`src/rtl/pong_status_tx_pkg.sv`:
```
// Shared definitions for the pong status UART transmitter: packet layout,
// controller state encoding and small packet/baud helpers.
package pong_status_tx_pkg;

  localparam logic [7:0] PKT_HEADER = 8'hA5;
  localparam int         PKT_LEN    = 5;
  localparam int         STAT_W     = 10;
  localparam int         FRAME_BITS = 10;

  typedef enum logic [1:0] {
    ST_IDLE,
    ST_LOAD,
    ST_SEND,
    ST_NEXT
  } ctrl_state_e;

  function automatic int calc_clks_per_bit(input int clk_hz, input int baud);
    return (clk_hz + baud / 2) / baud;
  endfunction

  // Snapshot layout is {score_p1[3:0], score_p2[3:0], game_over, game_startup}.
  function automatic logic [7:0] pkt_byte(input logic [STAT_W-1:0] snap,
                                          input logic [2:0]        idx);
    logic [7:0] b1, b2, b3;
    b1 = {4'h0, snap[9:6]};
    b2 = {4'h0, snap[5:2]};
    b3 = {6'b0, snap[1:0]};
    case (idx)
      3'd1:    return b1;
      3'd2:    return b2;
      3'd3:    return b3;
      3'd4:    return b1 ^ b2 ^ b3;
      default: return PKT_HEADER;
    endcase
  endfunction

endpackage

```
`src/rtl/pong_status_tx_uart_tx_byte.sv`:
```
// 8N1 byte serializer. A start presented during the last stop-bit cycle is
// accepted immediately, so consecutive bytes go out with no idle gap.
module uart_tx_byte
  import pong_status_tx_pkg::*;
#(
  parameter int CLKS_PER_BIT = 434
) (
  input  logic       clk,
  input  logic       rst,
  input  logic       start,
  input  logic [7:0] data,
  output logic       tx,
  output logic       done,
  output logic       busy
);

  localparam int              CW        = (CLKS_PER_BIT > 1) ? $clog2(CLKS_PER_BIT) : 1;
  localparam logic [CW-1:0]   BAUD_LAST = CW'(CLKS_PER_BIT - 1);
  localparam logic [3:0]      BIT_LAST  = 4'(FRAME_BITS - 1);

  logic                  active_q, active_d;
  logic [3:0]            bit_idx_q, bit_idx_d;
  logic [CW-1:0]         baud_cnt_q, baud_cnt_d;
  logic [FRAME_BITS-1:0] frame_q, frame_d;
  logic                  last_cycle;
  logic                  ready;

  assign last_cycle = active_q && (bit_idx_q == BIT_LAST) && (baud_cnt_q == BAUD_LAST);
  assign ready      = !active_q || last_cycle;

  always_comb begin
    active_d   = active_q;
    bit_idx_d  = bit_idx_q;
    baud_cnt_d = baud_cnt_q;
    frame_d    = frame_q;
    if (active_q) begin
      if (baud_cnt_q == BAUD_LAST) begin
        baud_cnt_d = '0;
        frame_d    = {1'b1, frame_q[FRAME_BITS-1:1]};
        if (bit_idx_q == BIT_LAST) begin
          active_d  = 1'b0;
          bit_idx_d = '0;
        end else begin
          bit_idx_d = bit_idx_q + 4'd1;
        end
      end else begin
        baud_cnt_d = baud_cnt_q + CW'(1);
      end
    end
    if (start && ready) begin
      active_d   = 1'b1;
      bit_idx_d  = '0;
      baud_cnt_d = '0;
      frame_d    = {1'b1, data, 1'b0};
    end
  end

  always_ff @(posedge clk or negedge rst) begin
    if (!rst) begin
      active_q   <= 1'b0;
      bit_idx_q  <= '0;
      baud_cnt_q <= '0;
      frame_q    <= '1;
    end else begin
      active_q   <= active_d;
      bit_idx_q  <= bit_idx_d;
      baud_cnt_q <= baud_cnt_d;
      frame_q    <= frame_d;
    end
  end

  assign tx   = active_q ? frame_q[0] : 1'b1;
  assign done = last_cycle;
  assign busy = active_q;

endmodule

```
`src/rtl/pong_status_tx.sv`:
```
// Sends a 5-byte status packet over UART whenever the synchronized game status
// settles to a new value, on the first stable value after reset, or on request.
module pong_status_tx
  import pong_status_tx_pkg::*;
#(
  parameter int CLK_HZ = 50_000_000,
  parameter int BAUD   = 115200
) (
  input  logic       clk,
  input  logic       rst,
  input  logic [3:0] score_p1,
  input  logic [3:0] score_p2,
  input  logic       game_over,
  input  logic       game_startup,
  input  logic       report_req,
  output logic       uart_tx,
  output logic       busy
);

  localparam int         CLKS_PER_BIT = calc_clks_per_bit(CLK_HZ, BAUD);
  localparam logic [2:0] LAST_IDX     = 3'(PKT_LEN - 1);

  logic [STAT_W-1:0] stat_raw;
  logic [STAT_W-1:0] sync1_q, sync1_d, sync2_q, sync2_d, prev_q, prev_d;
  logic [1:0]        fill_q, fill_d;
  logic              snap_valid;

  ctrl_state_e       state_q, state_d;
  logic [2:0]        byte_idx_q, byte_idx_d;
  logic [STAT_W-1:0] pkt_q, pkt_d;
  logic [STAT_W-1:0] last_sent_q, last_sent_d;
  logic              sent_once_q, sent_once_d;
  logic              report_pend_q, report_pend_d;

  logic              tx_start;
  logic [7:0]        tx_data;
  logic              tx_done;

  assign stat_raw = {score_p1, score_p2, game_over, game_startup};

  // fill_q keeps the all-zero reset contents of the synchronizer from being
  // mistaken for a stable snapshot right after reset release.
  always_comb begin
    sync1_d = stat_raw;
    sync2_d = sync1_q;
    prev_d  = sync2_q;
    fill_d  = (fill_q == 2'd3) ? fill_q : fill_q + 2'd1;
  end

  assign snap_valid = (fill_q == 2'd3) && (sync2_q == prev_q);

  always_comb begin
    state_d       = state_q;
    byte_idx_d    = byte_idx_q;
    pkt_d         = pkt_q;
    last_sent_d   = last_sent_q;
    sent_once_d   = sent_once_q;
    report_pend_d = report_pend_q || report_req;
    tx_start      = 1'b0;
    tx_data       = PKT_HEADER;
    case (state_q)
      ST_IDLE: begin
        if (snap_valid && (sync2_q != last_sent_q || !sent_once_q || report_pend_q))
          state_d = ST_LOAD;
      end
      ST_LOAD: begin
        // prev_q now holds exactly the value judged stable in IDLE.
        pkt_d         = prev_q;
        last_sent_d   = prev_q;
        sent_once_d   = 1'b1;
        report_pend_d = report_req;
        tx_start      = 1'b1;
        tx_data       = PKT_HEADER;
        state_d       = ST_SEND;
      end
      ST_SEND: begin
        if (tx_done) begin
          if (byte_idx_q != LAST_IDX) begin
            tx_start = 1'b1;
            tx_data  = pkt_byte(pkt_q, byte_idx_q + 3'd1);
          end
          state_d = ST_NEXT;
        end
      end
      ST_NEXT: begin
        if (byte_idx_q == LAST_IDX) begin
          byte_idx_d = '0;
          state_d    = ST_IDLE;
        end else begin
          byte_idx_d = byte_idx_q + 3'd1;
          state_d    = ST_SEND;
        end
      end
      default: state_d = ST_IDLE;
    endcase
  end

  always_ff @(posedge clk or negedge rst) begin
    if (!rst) begin
      sync1_q       <= '0;
      sync2_q       <= '0;
      prev_q        <= '0;
      fill_q        <= '0;
      state_q       <= ST_IDLE;
      byte_idx_q    <= '0;
      pkt_q         <= '0;
      last_sent_q   <= '0;
      sent_once_q   <= 1'b0;
      report_pend_q <= 1'b0;
    end else begin
      sync1_q       <= sync1_d;
      sync2_q       <= sync2_d;
      prev_q        <= prev_d;
      fill_q        <= fill_d;
      state_q       <= state_d;
      byte_idx_q    <= byte_idx_d;
      pkt_q         <= pkt_d;
      last_sent_q   <= last_sent_d;
      sent_once_q   <= sent_once_d;
      report_pend_q <= report_pend_d;
    end
  end

  // Serializer busy spans the first start bit through the final stop bit,
  // since the bytes of a packet are chained without a gap.
  uart_tx_byte #(
    .CLKS_PER_BIT(CLKS_PER_BIT)
  ) u_tx_byte (
    .clk  (clk),
    .rst  (rst),
    .start(tx_start),
    .data (tx_data),
    .tx   (uart_tx),
    .done (tx_done),
    .busy (busy)
  );

endmodule

```
`config.mk`:
```
export PLATFORM = sky130hd
export DESIGN_NAME = pong_status_tx
export DESIGN_NICKNAME = d
export VERILOG_FILES = /design/src/rtl/pong_status_tx_pkg.sv /design/src/rtl/pong_status_tx_uart_tx_byte.sv /design/src/rtl/pong_status_tx.sv
export SDC_FILE = /design/constraint.sdc
export NUM_CORES = 1
export LEC_CHECK = 0
export CAP_MARGIN = 10
export CORE_MARGIN = 8
export CORE_UTILIZATION = 50
export DETAILED_ROUTE_END_ITERATION = 7
export PLACE_DENSITY = 0.77
export SLEW_MARGIN = 10
export SYNTH_ARGS = -nofsm -noshare
export SYNTH_HDL_FRONTEND = slang
export SYNTH_HIERARCHICAL = 1
export SYNTH_SLANG_ARGS = --single-unit
```
`constraint.sdc`:
```
create_clock -name clk -period 4 [get_ports clk]
set_input_delay 0.8 -clock clk [delete_from_list [all_inputs] [get_ports clk]]
set_output_delay 0.8 -clock clk [all_outputs]
set_load 0.02 [all_outputs]
```
==> impl_results.md <==
* Final WL at between 6000 and 7000 µm
* Clock power frac at around a quarter
* Setup violators final at 0
* Worst-path fanout max at 8
* CP Capture Type: register
* Met2 Usage GRT at approximately a fifth
* Vias per Instance at 5.60
* Die ar. at between 9000 and 10,000 µm²
* Starting Density at around half
* Hold Crit Depth at 0
* PD cells at ~650 nW/µm²
* Layout cells sized above 1 at between 10% and 20%
* Slew Limit Fails at 0
* Total global routing overflow at 0
* Htree depth at 3
* Minimum clock period at approximately 3.5 ns
* Busiest grt layer: met2
* Vias in the first global route at roughly 2,200
* Worst-case reg-to-reg path depth at 9
* RSZ-0062 raised after global routing: no
* CTS Buffer Depth at 2
* Postcts setup bufs at 0
* Antenna Nets Post-Route at 0
* DRC Markers at 0
* Total GRT Usage at around 14%
* Post-synthesis sequential area ratio at 54.1%
* Master of the slowest instance on the critical path: or4b_4
* Met1 GRT Util at 17.7%
* DR vias at ~2,200
* Run status: complete, no violations
* Syn. warnings at 6
* Cell row count at 30
* Post-synth design cell area at around 3300 µm²
* Fmax at between 200 and 300 MHz
* Slew margin rel. at 30.2%
* WL per Instance at between 15 and 20 µm
* Most common cell after layout, fill and taps aside: dfrtp_1
* Sw power at 852 µW
* Gpl congestion at 0.823
* Starting DRT DRC Count at 145
* Initial antenna violation count at 0
* ANT cells at 0
* Hold Crit Start: sync1_q[0]
* Fin cells at just under 400
* FF+latch count, synth at 72
* Most frequent cells in the layout: dfrtp_1 (63), xnor2_1 (30), nor2_1 (17)
* Worst hold path type: reg -> reg
* Largest net degree at the start of global routing at 50
* Reg-to-reg endpoint: u_tx_byte/frame_q[7]
* Int Power at approximately 1.6 mW
* Final Skew at 0.00974 ns
* PortBufs at 14
* Slew @ Worst Pin at about 1.0 ns
* First drt pass iteration count at 4
* Mapped Cells at approximately 280
* # hold bufs at CTS at 0
* Post-DP HPWL at between 4000 and 5000 µm
* Syn avg cell area at around 12 µm²
* Post-synth EDFFs at 0
* Post-CTS resize count at 0
* TritonCTS clock tree: done
* Final hold vios at 0
* Core area at around 6600 µm²
* Reg power frac at 46.1%
* Clk slew on worst S/H paths at around 0.080 ns
* Critical Path, Cell by Cell: or4b_4 > or3_4 > nor2_1 > nand3_1 > a21boi_0 > nand4b_1 > o31ai_4 > or2b_1 > o221a_1
* Worst Path Arrival at between 3 and 4 ns
* Synthesis-to-finish area growth at 12.5%
* VDD IR-drop max at 0.000367 V
* Crit-path max cell delay at approximately 0.58 ns
* Setup CP Type: reg -> reg
* Crit start category: register
* Gate power share at a little over 30%
* Root Buffer: clkbuf_8
* CP Data Required Time at about 4.3 ns
* Reg2reg start: u_tx_byte/baud_cnt_q[2]
* Die height at just under 100 µm
* Worst R2R Setup Slack at just over 0.5 ns
* Clock sink count at between 70 and 80
* TritonCTS buffer count at 9
* Global-route wire length before repair at ~10,000 µm
* Min-Delay Endpoint: prev_d[0]
* Final period util at between 80 and 90%
* Max cap viols at 0
* Lkg Pwr at about 1.5 nW
* Setup TNS at 0 ns
* Clock latency on the worst-skew pair at approximately 0.35 ns
* Placed Instances at 370
* Synth cell types at 57
* Boundary pin count at 15
* Switching Fraction at a little over a third
* Die X-Extent at slightly below 100 µm
* GR met3 Demand/Resource at under 10%
* Ys async rst share at 100%
* Fin nets at 329
* Prevailing post-synth register cell: dfrtp_1
[worst max-delay path: cells and delay by family, from the launching register on]
family	cells	cell delay [ns]
DFF	1	0.44
and+or+nand+nor	6	1.91
AOI/OAI and AO/OA	3	1.06
[power by group through the flow]
stage / clock network, mW / logic (mW) / registers, mW
4_1_cts: 0.593 / 0.748 / 1.13
5_1_grt: 0.620 / 0.830 / 1.16
3_5_place_dp: 0 / 0.740 / 1.14
2_1_floorplan: 0 / 0.593 / 1.08
6_report: 0.577 / 0.745 / 1.13
3_3_place_gp: 0 / 0.717 / 1.13
[worst max path at each step]
stage / slack [ns] / cells after the start / start / to
after floorplan: 0.98 / 9 / u_tx_byte/baud_cnt_q[3] / u_tx_byte/frame_q[6]
after global placement: 0.76 / 9 / u_tx_byte/baud_cnt_q[3] / u_tx_byte/frame_q[4]
after detailed placement: 0.58 / 9 / u_tx_byte/baud_cnt_q[3] / u_tx_byte/frame_q[5]
after CTS: 0.55 / 9 / u_tx_byte/baud_cnt_q[2] / u_tx_byte/frame_q[6]
after global routing: 0.27 / 9 / u_tx_byte/baud_cnt_q[2] / u_tx_byte/frame_q[7]
final: 0.51 / 9 / u_tx_byte/baud_cnt_q[2] / u_tx_byte/frame_q[7]
[cells by family (layout without fill, tap and decap cells)]
kind of cell | Yosys count | count (layout) | synth area share [%]
other cells | 1 | 2 | 0.112
buf+inv | 15 | 43 | 2.17
xor+xnor | 35 | 35 | 9.38
compound gates | 41 | 41 | 10.2
mux | 12 | 12 | 4.00
fa+ha+maj | 15 | 15 | 5.60
simple gates | 86 | 86 | 14.5
flops | 72 | 72 | 54.1
[through the flow]
step           hold WS (ns)  setup WS [ns]  cell area [µm²]  total power [mW]  util, %
6_report              0.355          0.513             3770              2.45     56.7
5_1_grt               0.360          0.271             3770              2.61     56.7
4_1_cts               0.357          0.552             3770              2.47     56.7
3_5_place_dp          0.339          0.582             3570              1.88     53.7
3_3_place_gp          0.332          0.759             3570              1.84     53.7
2_1_floorplan         0.331          0.984             3350              1.67        -
[cell type report]
cell class	instances	area (µm²)
Fill cell	556	2880
Clock inverter	7	76.3
Tap cell	80	100
Timing Repair Buffer	15	143
Multi-Input combinational cell	191	1470
Sequential cell	72	1810
Clock buffer	9	124
Inverter	12	45.0
[sequential cells by signal (all words and copies together) (netlist names), 3 cells and up]
name and cells:
last_sent_q 10, prev_q 10, prev_d 10, byte_idx_q 3
u_tx_byte/baud_cnt_q 9, u_tx_byte/frame_q 9, sync1_q 10, u_tx_byte/bit_idx_q 4
[routing by layer]
layer  vias to the layer above  part of all wire (%)
li1                       1025                     -
met1                      1067                    47
met2                        49                    46
met3                        22                   4.2
met4                         0                   2.8
met5                         -                     0
[synthesized netlist by cell type (all sizes together), types with 2 or more instances]
library cell  instances  area, µm²
dfrtp                63       1580
xnor2                30        263
nand2                17       82.6
nor2                 17       63.8
ha                   15        188
inv                  12       45.0
nand3                12       60.1
mux2                 11        124
o21ai                10       50.0
dfstp                 9        236
nand4                 9       56.3
o221a                 7       78.8
nand2b                6       37.5
nor3                  5       30.0
or2b                  5       38.8
xor2                  5       51.3
a21oi                 3       15.0
a22oi                 3       22.5
or3                   3       23.8
a222oi                2       20.0
buf                   2       23.8
nand3b                2       15.0
nor2b                 2       12.5
o22ai                 2       18.8
or2                   2       12.5
(Power assumes the default switching activity.)
==> RTL edit: new RTL, same settings <==
`BAUD`: 115200 -> 57600.
--- a/src/rtl/pong_status_tx.sv
+++ b/src/rtl/pong_status_tx.sv
@@ -4,7 +4,7 @@
   import pong_status_tx_pkg::*;
 #(
   parameter int CLK_HZ = 50_000_000,
-  parameter int BAUD   = 115200
+  parameter int BAUD   = 57600
 ) (
   input  logic       clk,
   input  logic       rst,
Formal check against the unedited RTL: same outputs for any inputs over 10 cycles, from zero or initial values and one cycle with rst low; that may be too few to reach the edited logic, so the function may still have changed.
==> RTL edit against the original RTL <==
- clock skew is essentially flat
- sequential cell count grew 1
- setup slack gained 0.24 ns
- area after synthesis grew 2.1%
- largest cell class unchanged
- critical endpoint is now u_tx_byte/bit_idx_q[1]$_DFFE_PN0P_
- non-clock buffer count grew 1
- via count grew 5.5%
- total power is essentially flat
- die area grew 1.8%
- count of clock-buffer cells in the layout is the same
- routed wire length grew 1.0%
- design area grew 0.93%
- critical path depth grew 1
==> RTL edit: results (changes against the original RTL) <==
Pwr
  • Clk. pwr: 496 uW (-14%)
  • Maximum vdd ir drop: 0.000325 V (-11%)
  • Combinational group power: 792 uW (+6.3%)
  • Pleak: 1.51 nW (+0.66%)

Synth
  • Synth Area in Adders: 5.12% (-0.48 points)
  • XOR/XNOR Fraction of Synth Area: 8.67% (-0.70 points)
  • Yosys reg bits: 73 (+1.4%)

Route
  • DR WL/cell: 15.3 um (-2.8%)
  • Routed WL: 6130 um (+1.0%)
  • Drt first-iter violations: 122 (-16%)
  • Vias/cell: 5.69 (+1.5%)
  • Met1 WL: 2900 um (+0.70%)
  • Routed wl met2: 2830 um (+2.4%)
  • DRT Pass-1 Iters: 6 (+2)

Placed design
  • Detailed placement HPWL: 4360 um (+0.65%)
  • Placer Congestion: 0.910 (+11%)
  • Cell area after placement: 3640 sq um (+1.9%)

STA
  • Worst slew margin: 33.8% (+3.7 points)
  • Worst clock skew: 0.00998 ns (+0.000238 ns)
  • Fin worst setup slack: 0.750 ns (+0.237 ns)

Finish
  • Multi-input logic area: 1530 sq um (+3.9%)
  • Fillers: 542 (-2.5%)
  • Non-clock buffering overhead: 3.95% (+0.16 points)
  • Share of cells above drive strength 1: 14.3% (-2.0 points)
  • Final nets: 344 (+4.6%)
  • Bufs w/o clock: 16 (+1)

GRT
  • Number of global-route vias before repair: 2344 (+8.1%)
  • First-pass GRT wire length: 10800 um (+3.9%)
  • GRT met2 Usage: 20.7% (+0.33 points)
  • GR Util met1: 17.3% (-0.31 points)

Critical path
  • Critical path peak fanout: 15 (+7)
  • Arrival time of the worst setup path: 3.52 ns (-0.24 ns)
  • Reg2reg path depth: 10 (+1)
  • Crit path largest cell delay: 0.51 ns (-0.07 ns)
  • Crit-path slowest cell: a21boi_0

Run status
  • Status: complete, no violations
==> RTL edit: cell types whose count changed in the layout (fill, tap and decap cells not counted), sizes merged, moves of 6 or more <==
cell / unedited run / this run
a31oi: 1 / 8
inv: 15 / 7
o221a: 7 / 0
o21ai: 10 / 21
nor2: 17 / 23
a21oi: 3 / 12
==> RTL edit: final timing paths <==
| kind | from | end |
|---|---|---|
| setup / recovery | u_tx_byte/baud_cnt_q[0]$_DFFE_PN0P_ | u_tx_byte/bit_idx_q[1]$_DFFE_PN0P_ |
| hold / removal | sync1_q[4]$_DFF_PN0_ | prev_d[4]$_DFF_PN0_ |
| setup reg to reg | u_tx_byte/baud_cnt_q[0]$_DFFE_PN0P_ | u_tx_byte/bit_idx_q[1]$_DFFE_PN0P_ |
| hold reg to reg | sync1_q[4]$_DFF_PN0_ | prev_d[4]$_DFF_PN0_ |
| max in group asynchronous | rst | u_tx_byte/frame_q[8]$_DFFE_PN1P_ |
| min in group asynchronous | rst | sync1_q[6]$_DFF_PN0_ |
